[config.mk]
export PLATFORM = sky130hd
export DESIGN_NAME = pmem_arbiter
export DESIGN_NICKNAME = d
export VERILOG_FILES = /design/src/rtl/pmem_arbiter.sv
export SDC_FILE = /design/constraint.sdc
export NUM_CORES = 1
export LEC_CHECK = 0
export CAP_MARGIN = 40
export CORE_ASPECT_RATIO = 0.75
export CORE_MARGIN = 5
export CORE_UTILIZATION = 40
export CTS_BUF_LIST = sky130_fd_sc_hd__clkbuf_8
export DETAILED_ROUTE_END_ITERATION = 10
export HOLD_SLACK_MARGIN = 0.12
export PLACE_DENSITY_LB_ADDON = 0.1
export SLEW_MARGIN = 10
export SYNTH_ARGS = -nofsm -noshare
export SYNTH_HDL_FRONTEND = slang
export SYNTH_SLANG_ARGS = --single-unit
[constraint.sdc]
create_clock -name clk -period 3.5 [get_ports clk]
set_clock_uncertainty 0.05 [all_clocks]
set_input_delay 0.875 -clock clk [delete_from_list [all_inputs] [get_ports clk]]
set_output_delay 0.875 -clock clk [all_outputs]
set_load 0.01 [all_outputs]
[src/rtl/pmem_arbiter.sv]
// Program RAM arbiter: CPU fetch port vs. serial bootloader port.
// One-entry write buffer; drains, holds and releases the CPU around loading.
module pmem_arbiter #(
  parameter int ADDR_WIDTH     = 16,
  parameter int RELEASE_CYCLES = 16
) (
  input  logic                  clk,
  input  logic                  rst,
  input  logic                  cpu_req,
  input  logic [ADDR_WIDTH-1:0] cpu_addr,
  output logic [15:0]           cpu_rdata,
  output logic                  cpu_valid,
  output logic                  cpu_stall,
  output logic                  cpu_hold_rst,
  input  logic                  ldr_mode,
  input  logic [ADDR_WIDTH-1:0] ldr_addr,
  input  logic [15:0]           ldr_wdata,
  input  logic                  ldr_we_low,
  input  logic                  ldr_we_high,
  output logic [15:0]           ldr_rdata,
  output logic                  mem_en,
  output logic [ADDR_WIDTH-1:0] mem_addr,
  output logic [15:0]           mem_wdata,
  output logic [1:0]            mem_we,
  input  logic [15:0]           mem_rdata
);

  typedef enum logic [1:0] {
    CPU_RUN,
    DRAIN,
    LOADER,
    RELEASE
  } state_t;

  // A zero delay would never leave RELEASE cleanly; treat it as one.
  localparam logic [7:0] REL_INIT =
    (RELEASE_CYCLES < 1) ? 8'd1 : 8'(RELEASE_CYCLES);

  state_t                state;
  state_t                state_nx;
  logic [7:0]            cnt;
  logic                  pend;
  logic [ADDR_WIDTH-1:0] wb_addr;
  logic [15:0]           wb_data;
  logic [1:0]            wb_lanes;
  logic                  cpu_grant;
  logic                  valid_q;
  logic [15:0]           rdata_q;
  logic [15:0]           ldr_rdata_q;

  always_ff @(posedge clk or posedge rst) begin
    if (rst) begin
      state <= CPU_RUN;
    end else begin
      state <= state_nx;
    end
  end

  always_comb begin
    state_nx = state;
    unique case (state)
      CPU_RUN: if (ldr_mode) state_nx = DRAIN;
      DRAIN:   state_nx = LOADER;
      LOADER:  if (!ldr_mode) state_nx = RELEASE;
      RELEASE: begin
        if (ldr_mode) begin
          state_nx = LOADER;
        end else if (cnt <= 8'd1) begin
          state_nx = CPU_RUN;
        end
      end
      default: state_nx = CPU_RUN;
    endcase
  end

  always_comb begin
    cpu_grant    = 1'b0;
    cpu_stall    = 1'b0;
    cpu_hold_rst = (state != CPU_RUN);
    mem_en       = 1'b0;
    mem_we       = 2'b00;
    mem_addr     = ldr_addr;
    mem_wdata    = wb_data;
    if (pend) begin
      mem_en   = 1'b1;
      mem_we   = wb_lanes;
      mem_addr = wb_addr;
    end
    unique case (state)
      CPU_RUN: begin
        if (cpu_req && pend) begin
          cpu_stall = 1'b1;
        end else if (cpu_req) begin
          cpu_grant = 1'b1;
          mem_en    = 1'b1;
          mem_addr  = cpu_addr;
        end
      end
      default: begin
        cpu_stall = 1'b1;
        if (!pend) mem_en = 1'b1;
      end
    endcase
    // Outputs stay quiet for the whole reset pulse, not just after it.
    if (rst) begin
      cpu_grant    = 1'b0;
      cpu_stall    = 1'b0;
      cpu_hold_rst = 1'b0;
      mem_en       = 1'b0;
      mem_we       = 2'b00;
    end
  end

  always_ff @(posedge clk or posedge rst) begin
    if (rst) begin
      cnt <= 8'd0;
    end else if (state == LOADER && !ldr_mode) begin
      cnt <= REL_INIT;
    end else if (state == RELEASE) begin
      if (ldr_mode || cnt <= 8'd1) begin
        cnt <= 8'd0;
      end else begin
        cnt <= cnt - 8'd1;
      end
    end
  end

  // Capture on every strobe; the previous entry issues this same cycle.
  always_ff @(posedge clk or posedge rst) begin
    if (rst) begin
      pend     <= 1'b0;
      wb_addr  <= '0;
      wb_data  <= 16'h0000;
      wb_lanes <= 2'b00;
    end else if (ldr_we_low || ldr_we_high) begin
      pend     <= 1'b1;
      wb_addr  <= ldr_addr;
      wb_data  <= ldr_wdata;
      wb_lanes <= {ldr_we_high, ldr_we_low};
    end else begin
      pend     <= 1'b0;
    end
  end

  always_ff @(posedge clk or posedge rst) begin
    if (rst) begin
      valid_q     <= 1'b0;
      rdata_q     <= 16'h0000;
      ldr_rdata_q <= 16'h0000;
    end else begin
      valid_q <= cpu_grant;
      if (valid_q) rdata_q <= mem_rdata;
      if (state != CPU_RUN) ldr_rdata_q <= mem_rdata;
    end
  end

  assign cpu_valid = valid_q;
  assign cpu_rdata = valid_q ? mem_rdata : rdata_q;
  assign ldr_rdata = ldr_rdata_q;

endmodule

After elaboration in Yosys (flattened, before gate mapping). Cells that the tools add are included.

Register bits after elaboration: 78. Input bits: 70. Output and inout bits: 70. Logic and storage cells: 56.

Add/sub/neg operators: 1. $lt $le $gt $ge: 1. Equal/unequal tests: 6. Muxes and demuxes: 30. Reductions and logical operators: 9.

Operators with widths (number): 2-to-1 mux 16 bit (5); 2-to-1 mux 8 bit (3); 2-to-1 mux 1 bit (15); 2-to-1 mux 2 bit (6); <= comparator 8 x 1 -> 1 bit (second input constant) (1); one-hot mux 2 bit (4 select lines) (1); subtractor 8 x 1 -> 8 bit (second input constant) (1); equality test 2 bit (second input constant) (2); != test 2 bit (second input constant) (2); nonzero test 2 bit (2); != test 3 x 2 -> 1 bit (second input constant) (1); AND reduction 3 bit (1); equality test 2 x 1 -> 1 bit (second input constant) (1); logical AND 1 bit (2); logical NOT 2 bit (1); logical OR 1 bit (2); logical NOT 1 bit (1).

Depth between registers and ports, before layout. Gate-level depths: netlist of run 1.

Word-level depth: 5. Mapped depth: 6. Depth with buffers taken out: 6.

Worst setup path after synthesis of run 1. OpenSTA, ideal clock, no wires.

Path kind: input to output. Start point: input port rst. End point: output port mem_we[0]. Arrival time: 2.905 ns. Data required time: 2.575 ns. Setup slack: -0.330 ns. Cell stages on the path: 2. Path buffers: 0. Cell sequence: inv_1 and3_1.

Word-level cells in the longest chain between the ends: 1.

Ends and longest elaborated chain: from (decl) (RTL line 8) `input logic rst,`; 2-to-1 mux 2 bit (RTL line 105) `if (rst) begin`; to (decl) (RTL line 24) `output logic [1:0] mem_we,`.

No other way between the ends.

Final worst setup path of run 1.
Start point: input port cpu_req. End point: output port mem_addr[15].

Word-level cells in the longest chain between the ends: 3. Elaborated cells between the ends (all ways): 4. Those cells by class: mux (3); reduce/logical (1).

Ends and longest elaborated chain: from (decl) (RTL line 9) `input logic cpu_req,`; 2-to-1 mux 16 bit or logical AND 1 bit (tied branches) (RTL line 93, 91); 2-to-1 mux 16 bit (*) (RTL line 91) `if (cpu_req && pend) begin`; 2-to-1 mux 16 bit (*) (RTL line 89) `unique case (state)`; to (decl) (RTL line 22) `output logic [ADDR_WIDTH-1:0] mem_addr,`.

Every way passes the cells marked *; elsewhere a longest branch is shown, timed or not.

==> results of run 1 <==
flip-flops by register name, summed over array words and instances, names as in the netlist:
register,flops
ldr_rdata,16
rdata_q,16
state,2
pend,1
wb_lanes,2
wb_addr,16
cpu_valid,1
mem_wdata,16
cnt,8
path summary, 6_finish.rpt:
kind	from	endpoint	slack [ns]
setup reg to reg	cnt[0]	cnt[2]	1.50
max in group asynchronous	rst	mem_wdata[9]	1.70
setup / recovery	cpu_req	mem_addr[15]	0.14
hold reg to reg	wb_lanes[1]	wb_lanes[1]	0.44
min in group asynchronous	rst	state[1]	1.10
hold / removal	wb_lanes[1]	wb_lanes[1]	0.44
metrics by stage:
step	total power, W	cells	TNS, ns	area, µm²	util (%)
floorplan	0.00176	269	0	3470	-
global placement	0.00226	511	0	5010	59.3
detailed placement	0.00230	512	-0.00200	5030	59.5
CTS	0.00301	528	0	5240	62.0
global route	0.00315	530	0	5310	62.8
finish	0.00297	530	0	5310	62.8
power by group:
| part | switching (W) | internal [W] |
|---|---|---|
| Combinational | 0.000432 | 0.000607 |
| Clock | 0.000331 | 0.000368 |
| Sequential | 0.000148 | 0.00108 |
per-layer routing:
metal / GRT usage (%) / vias up
met5: 0 / -
met4: 3.44 / 0
met3: 9.33 / 2
met2: 27.4 / 89
met1: 20.4 / 1285
li1: - / 1252
cell families (layout without fill, tap and decap cells):
logic type | count (synthesis) | after routing | synth area share [%]
AO/OA/AOI/OAI | 37 | 37 | 5.92
XOR/XNOR | 1 | 1 | 0.253
adder cells (fa/ha/maj) | 2 | 2 | 0.722
buffers and inverters | 19 | 172 | 2.45
flip-flops | 78 | 78 | 56.3
multiplexers | 80 | 80 | 25.4
AND/OR/NAND/NOR | 52 | 52 | 8.95
placed cells by master (no fill, tap or decap), types with 2 or more instances in the layout:
master	synthesis	routed
a21oi_1	5	5
a31oi_1	3	3
and2_1	3	3
and3_1	2	2
buf_12	0	2
buf_4	0	8
clkbuf_8	0	11
clkdlybuf4s50_1	0	123
clkinvlp_4	0	3
dfrtp_1	78	78
dlymetal6s2s_1	0	15
ha_1	2	2
inv_1	6	6
mux2_2	64	64
mux2i_1	16	16
nand2_1	25	25
nand2b_1	3	3
nor2_1	5	4
nor3_1	2	2
nor4_1	2	2
nor4b_4	2	2
o21ai_0	20	20
o21ai_1	4	4
layout make-up:
| class | instances | area [µm²] | share of cell area [%] |
|---|---|---|---|
| sequential | 78 | 1950 | 36.8 |
| clock buffer | 11 | 151 | 2.85 |
| timing repair buffer | 150 | 1550 | 29.3 |
| inverter | 6 | 26.3 | 0.495 |
| tap | 108 | 135 | 2.55 |
| clock inverter | 5 | 57.6 | 1.08 |
| multi-input combinational | 172 | 1430 | 27.0 |
what timing repair did:
item | in CTS | in global routing
cloned | 0 | 1
buffers inserted | 0 | 1
setup endpoints to repair | 1 | 15
resized for setup | 1 | 15
critical path, stage by stage:
cell	delay (ns)
clkdlybuf4s50_1	0.49
nor4b_4	0.29
buf_4	0.19
clkbuf_16	0.15
nand2_1	0.06
o21ai_0	0.08
dlygate4sd2_1	0.29
==> impl_metrics.py, run 1 <==
metrics = {
    "outcome": {
        "status": "completed",
    },
    "drt": {
        "drt_first_pass_iters": 4,
        "num_vias": 2628,
        "viasPerCell": 4.96,
        "topRoutingLayerUsed": "met4",
        "ant_nets": 0,
        "drc": 0,
        "wl_um": 8990,
        "wire_per_inst_um": 17.0,
        "wl_met2_um": 4400,
        "wl_met1_um": 3720,
        "met3_length_um": 834,
        "drtIter0Drc": 124,
    },
    "worst_setup_path": {
        "setup.worst_path.class": "in2out",
        "critical_path_arrival_ns": 2.43,
        "critPathMaxFanout": 16,
        "crit_path_start_kind": "input port",
        "rr_worst_depth": 6,
        "endpoint_kind": "output port",
        "cp_data_required_time_ns": 2.57,
    },
    "timing": {
        "min_period_over_period_pct": 96.0,
        "period_minus_slack_ns": 3.36,
        "fmax_mhz": 298,
        "fin_hold_ws_ns": 0.439,
        "tightest_slew_ns": 0.496,
        "timing.slew.headroom_pct": 66.9,
        "finalWorstSetupSlack_ns": 0.141,
        "report.final.hold_viol_count": 0,
        "rsz0062_at_grt": "no",
        "setup_violations": 0,
        "final-max-slew-violation-count": 0,
    },
    "logic_synthesis": {
        "async_flop_share_pct": 100,
        "synth_nets": 341,
        "synth_edf_count": 0,
        "netlist_top_cells_area": "dfrtp_1, mux2_2, mux2i_1",
        "ys_seq_elements": 78,
        "synthCells": 269,
        "avgSynthCellArea_um2": 12.9,
        "synthTopCellsByCount": "dfrtp_1, mux2_2, nand2_1",
        "synth.distinct_cells": 35,
        "yosys.area.top_type": "dfrtp_1",
        "synth_top_area_share_pct": 56.3,
        "synthFlopType": "dfrtp_1",
        "synth_area_um2": 3470,
        "synth_most_common_cell": "dfrtp_1",
        "synth.yosys.seq_area_share_pct": 56.3,
        "yosysWarnings": 0,
    },
    "cells_and_area": {
        "nets": 489,
        "n_antenna_cell": 0,
        "drive_above_1_share_pct": 23.7,
        "num-fill-cells": 691,
        "area_growth_pct": 53.1,
    },
    "global_route": {
        "grt.total_usage_pct": 17.1,
        "grt_max_degree": 43,
        "grt_overflow": 0,
        "grt_pass1_wl_um": 14600,
        "grt_pass1_vias": 2752,
        "antenna_found_initial": 0,
    },
    "die": {
        "die_w_um": 118,
        "dieArea_um2": 10600,
        "coreArea_um2": 8450,
        "ios": 140,
        "die_h_um": 90.6,
        "initial_core_util_pct": 41.0,
        "num_rows": 29,
    },
    "cts": {
        "cts.clk_slew.worst_paths_ns": 0.09,
        "htree_levels": 3,
        "clockBufferDepth": 2,
        "hold_buffers": 0,
        "cts_tree": "built",
        "numCtsBuffers": 9,
        "cts_root_buf": "clkbuf_8",
        "worst_skew_pair.late_latency_ns": 0.35,
        "clkSinkCount": 78,
    },
    "placed_design": {
        "dp_slack_ns": -0.00200,
        "place_hpwl_um": 6450,
        "portBuffers": 139,
        "place.gp.congestion": 0.734,
    },
    "power": {
        "p_leak_nw": 2.37,
        "p_per_area_nw_per_um2": 560,
        "ir_drop_v": 0.000424,
    },
    "hold_path": {
        "hp-class": "reg2reg",
        "min_path_cells": 1,
    },
    "run": {
        "drv_cap": 0,
    },
}
(Power assumes the default switching activity.)
==> run 2: changes to the inputs <==
CAP_MARGIN = 20   (was 40)
==> run 2 against run 1 <==
Effect of this change:
- worst setup slack better by 0.024 ns
- die area unchanged
- power up 1.6%
==> impl_metrics.py, run 2 (same netlist as run 1, synthesis figures left out) <==
metrics = {
    "outcome": {
        "status": "completed",
    },
    "drt": {
        "drtIter0Drc": 151,
        "viasPerCell": 4.93,
        "wire_per_inst_um": 16.7,
        "wl_um": 8840,
        "drc": 0,
        "num_vias": 2615,
        "ant_nets": 0,
        "drt_first_pass_iters": 6,
    },
    "cts": {
        "numCtsBuffers": 9,
        "cts_tree": "built",
        "clockBufferDepth": 2,
        "htree_levels": 3,
        "clkSinkCount": 78,
        "worst_skew_pair.late_latency_ns": 0.35,
        "hold_buffers": 0,
        "cts_root_buf": "clkbuf_8",
        "cts.clk_slew.worst_paths_ns": 0.08,
    },
    "worst_setup_path": {
        "setup.worst_path.class": "in2out",
        "crit_path_start_kind": "input port",
        "critical_path_arrival_ns": 2.41,
        "cp_data_required_time_ns": 2.57,
        "endpoint_kind": "output port",
        "critPathMaxFanout": 16,
    },
    "global_route": {
        "grt_overflow": 0,
        "grt_pass1_vias": 2764,
        "antenna_found_initial": 0,
        "grt_pass1_wl_um": 14200,
        "grt.total_usage_pct": 16.5,
        "grt_max_degree": 80,
    },
    "power": {
        "seqPwrFrac_pct": 40.8,
        "p_per_area_nw_per_um2": 567,
        "sw_frac_of_total_pct": 30.0,
        "comb_power_share_pct": 34.4,
        "clkPwrFrac_pct": 24.8,
        "intPower_w": 0.00211,
        "power_switching_w": 0.000907,
        "ir_drop_v": 0.000432,
        "p_leak_nw": 2.38,
    },
    "die": {
        "dieArea_um2": 10600,
        "die_h_um": 90.6,
        "ios": 140,
        "num_rows": 29,
        "initial_core_util_pct": 41.0,
        "coreArea_um2": 8450,
        "die_w_um": 118,
    },
    "run": {
        "drv_cap": 0,
    },
    "placed_design": {
        "place.gp.congestion": 0.734,
        "dp_slack_ns": 0.00576,
        "place_hpwl_um": 6360,
        "place_area_um2": 5010,
        "portBuffers": 139,
    },
    "cells_and_area": {
        "final_common_cell": "clkdlybuf4s50_1",
        "area_growth_pct": 53.7,
        "multi_input_area_um2": 1430,
        "final_area_um2": 5330,
        "n_antenna_cell": 0,
        "nets": 489,
        "regArea_um2": 1950,
        "drive_above_1_share_pct": 23.7,
        "final_cell_mix": "clkdlybuf4s50_1, dfrtp_1, mux2_2, nand2_1, o21ai_0",
        "num-fill-cells": 710,
    },
    "timing": {
        "final-max-slew-violation-count": 0,
        "fmax_mhz": 300,
        "finalSetupTns_ns": 0,
        "timing.slew.headroom_pct": 71.0,
        "fin_hold_ws_ns": 0.444,
        "report.final.hold_viol_count": 0,
        "min_period_over_period_pct": 95.3,
        "rsz0062_at_grt": "no",
        "finalWorstSetupSlack_ns": 0.166,
        "setup_violations": 0,
        "period_minus_slack_ns": 3.33,
        "tightest_slew_ns": 0.435,
    },
    "hold_path": {
        "hp-class": "reg2reg",
    },
}
[run 2: changes by cell type in the layout (fill, tap and decap cells not counted)]
cell	delta
buf_16	+1
buf_12	-1
clkbuf_8	-1
clkinv_2	+1
bufinv_16	+1
clkinvlp_4	-1
[run 2: repair_timing]
action,CTS,global route
gates cloned,0,1
resized for setup,1,15
endpoints found under the setup margin,1,15
buffers inserted,0,1
hold endpoints to repair,0,0
[run 2: cell type report]
class	instances	share of cell area [%]
Tap cell	108	2.54
Inverter	6	0.493
Sequential cell	78	36.6
Clock buffer	10	2.58
Timing Repair Buffer	150	29.3
Clock inverter	6	1.60
Multi-Input combinational cell	172	26.9
[run 2: critical path: stages]
cell and delay [ns]:
clkdlybuf4s50_1 0.49, nor4b_4 0.28, buf_4 0.19, clkbuf_16 0.15
nand2_1 0.06, o21ai_0 0.07, dlygate4sd2_1 0.29
[run 2: power by group through the flow]
stage                     clock network (W)  logic, W  registers [W]
after floorplan                           0  0.000544        0.00122
after global placement                    0   0.00103        0.00124
after detailed placement                  0   0.00104        0.00125
after CTS                          0.000772   0.00105        0.00123
after global routing               0.000819   0.00112        0.00126
final                              0.000748   0.00104        0.00123
[run 2: worst paths after layout]
check,from,to,slack (ns),cells past startpoint
max in group asynchronous,rst,mem_wdata[7],1.81,4
worst max-delay path,cpu_req,mem_addr[15],0.17,7
worst min-delay path,wb_lanes[1],wb_lanes[1],0.44,1
min in group asynchronous,rst,state[1],1.01,3
worst max register to register,cnt[0],cnt[2],1.50,6
worst min register to register,wb_lanes[1],wb_lanes[1],0.44,1
[run 2: per-layer routing]
| metal | global-route usage (%) | share of wire, % |
|---|---|---|
| met2 | 26.3 | 49 |
| met1 | 19.3 | 41 |
| met5 | 0 | 0 |
| met3 | 9.08 | 8.8 |
| met4 | 4.58 | 1.2 |
[run 2: through the flow]
| stage | util [%] | power, W | cells |
|---|---|---|---|
| final | 63.0 | 0.00302 | 530 |
| after global routing | 63.0 | 0.00320 | 530 |
| after CTS | 61.9 | 0.00306 | 527 |
| after detailed placement | 59.3 | 0.00229 | 511 |
| after global placement | 59.3 | 0.00226 | 511 |
| after floorplan | - | 0.00176 | 269 |
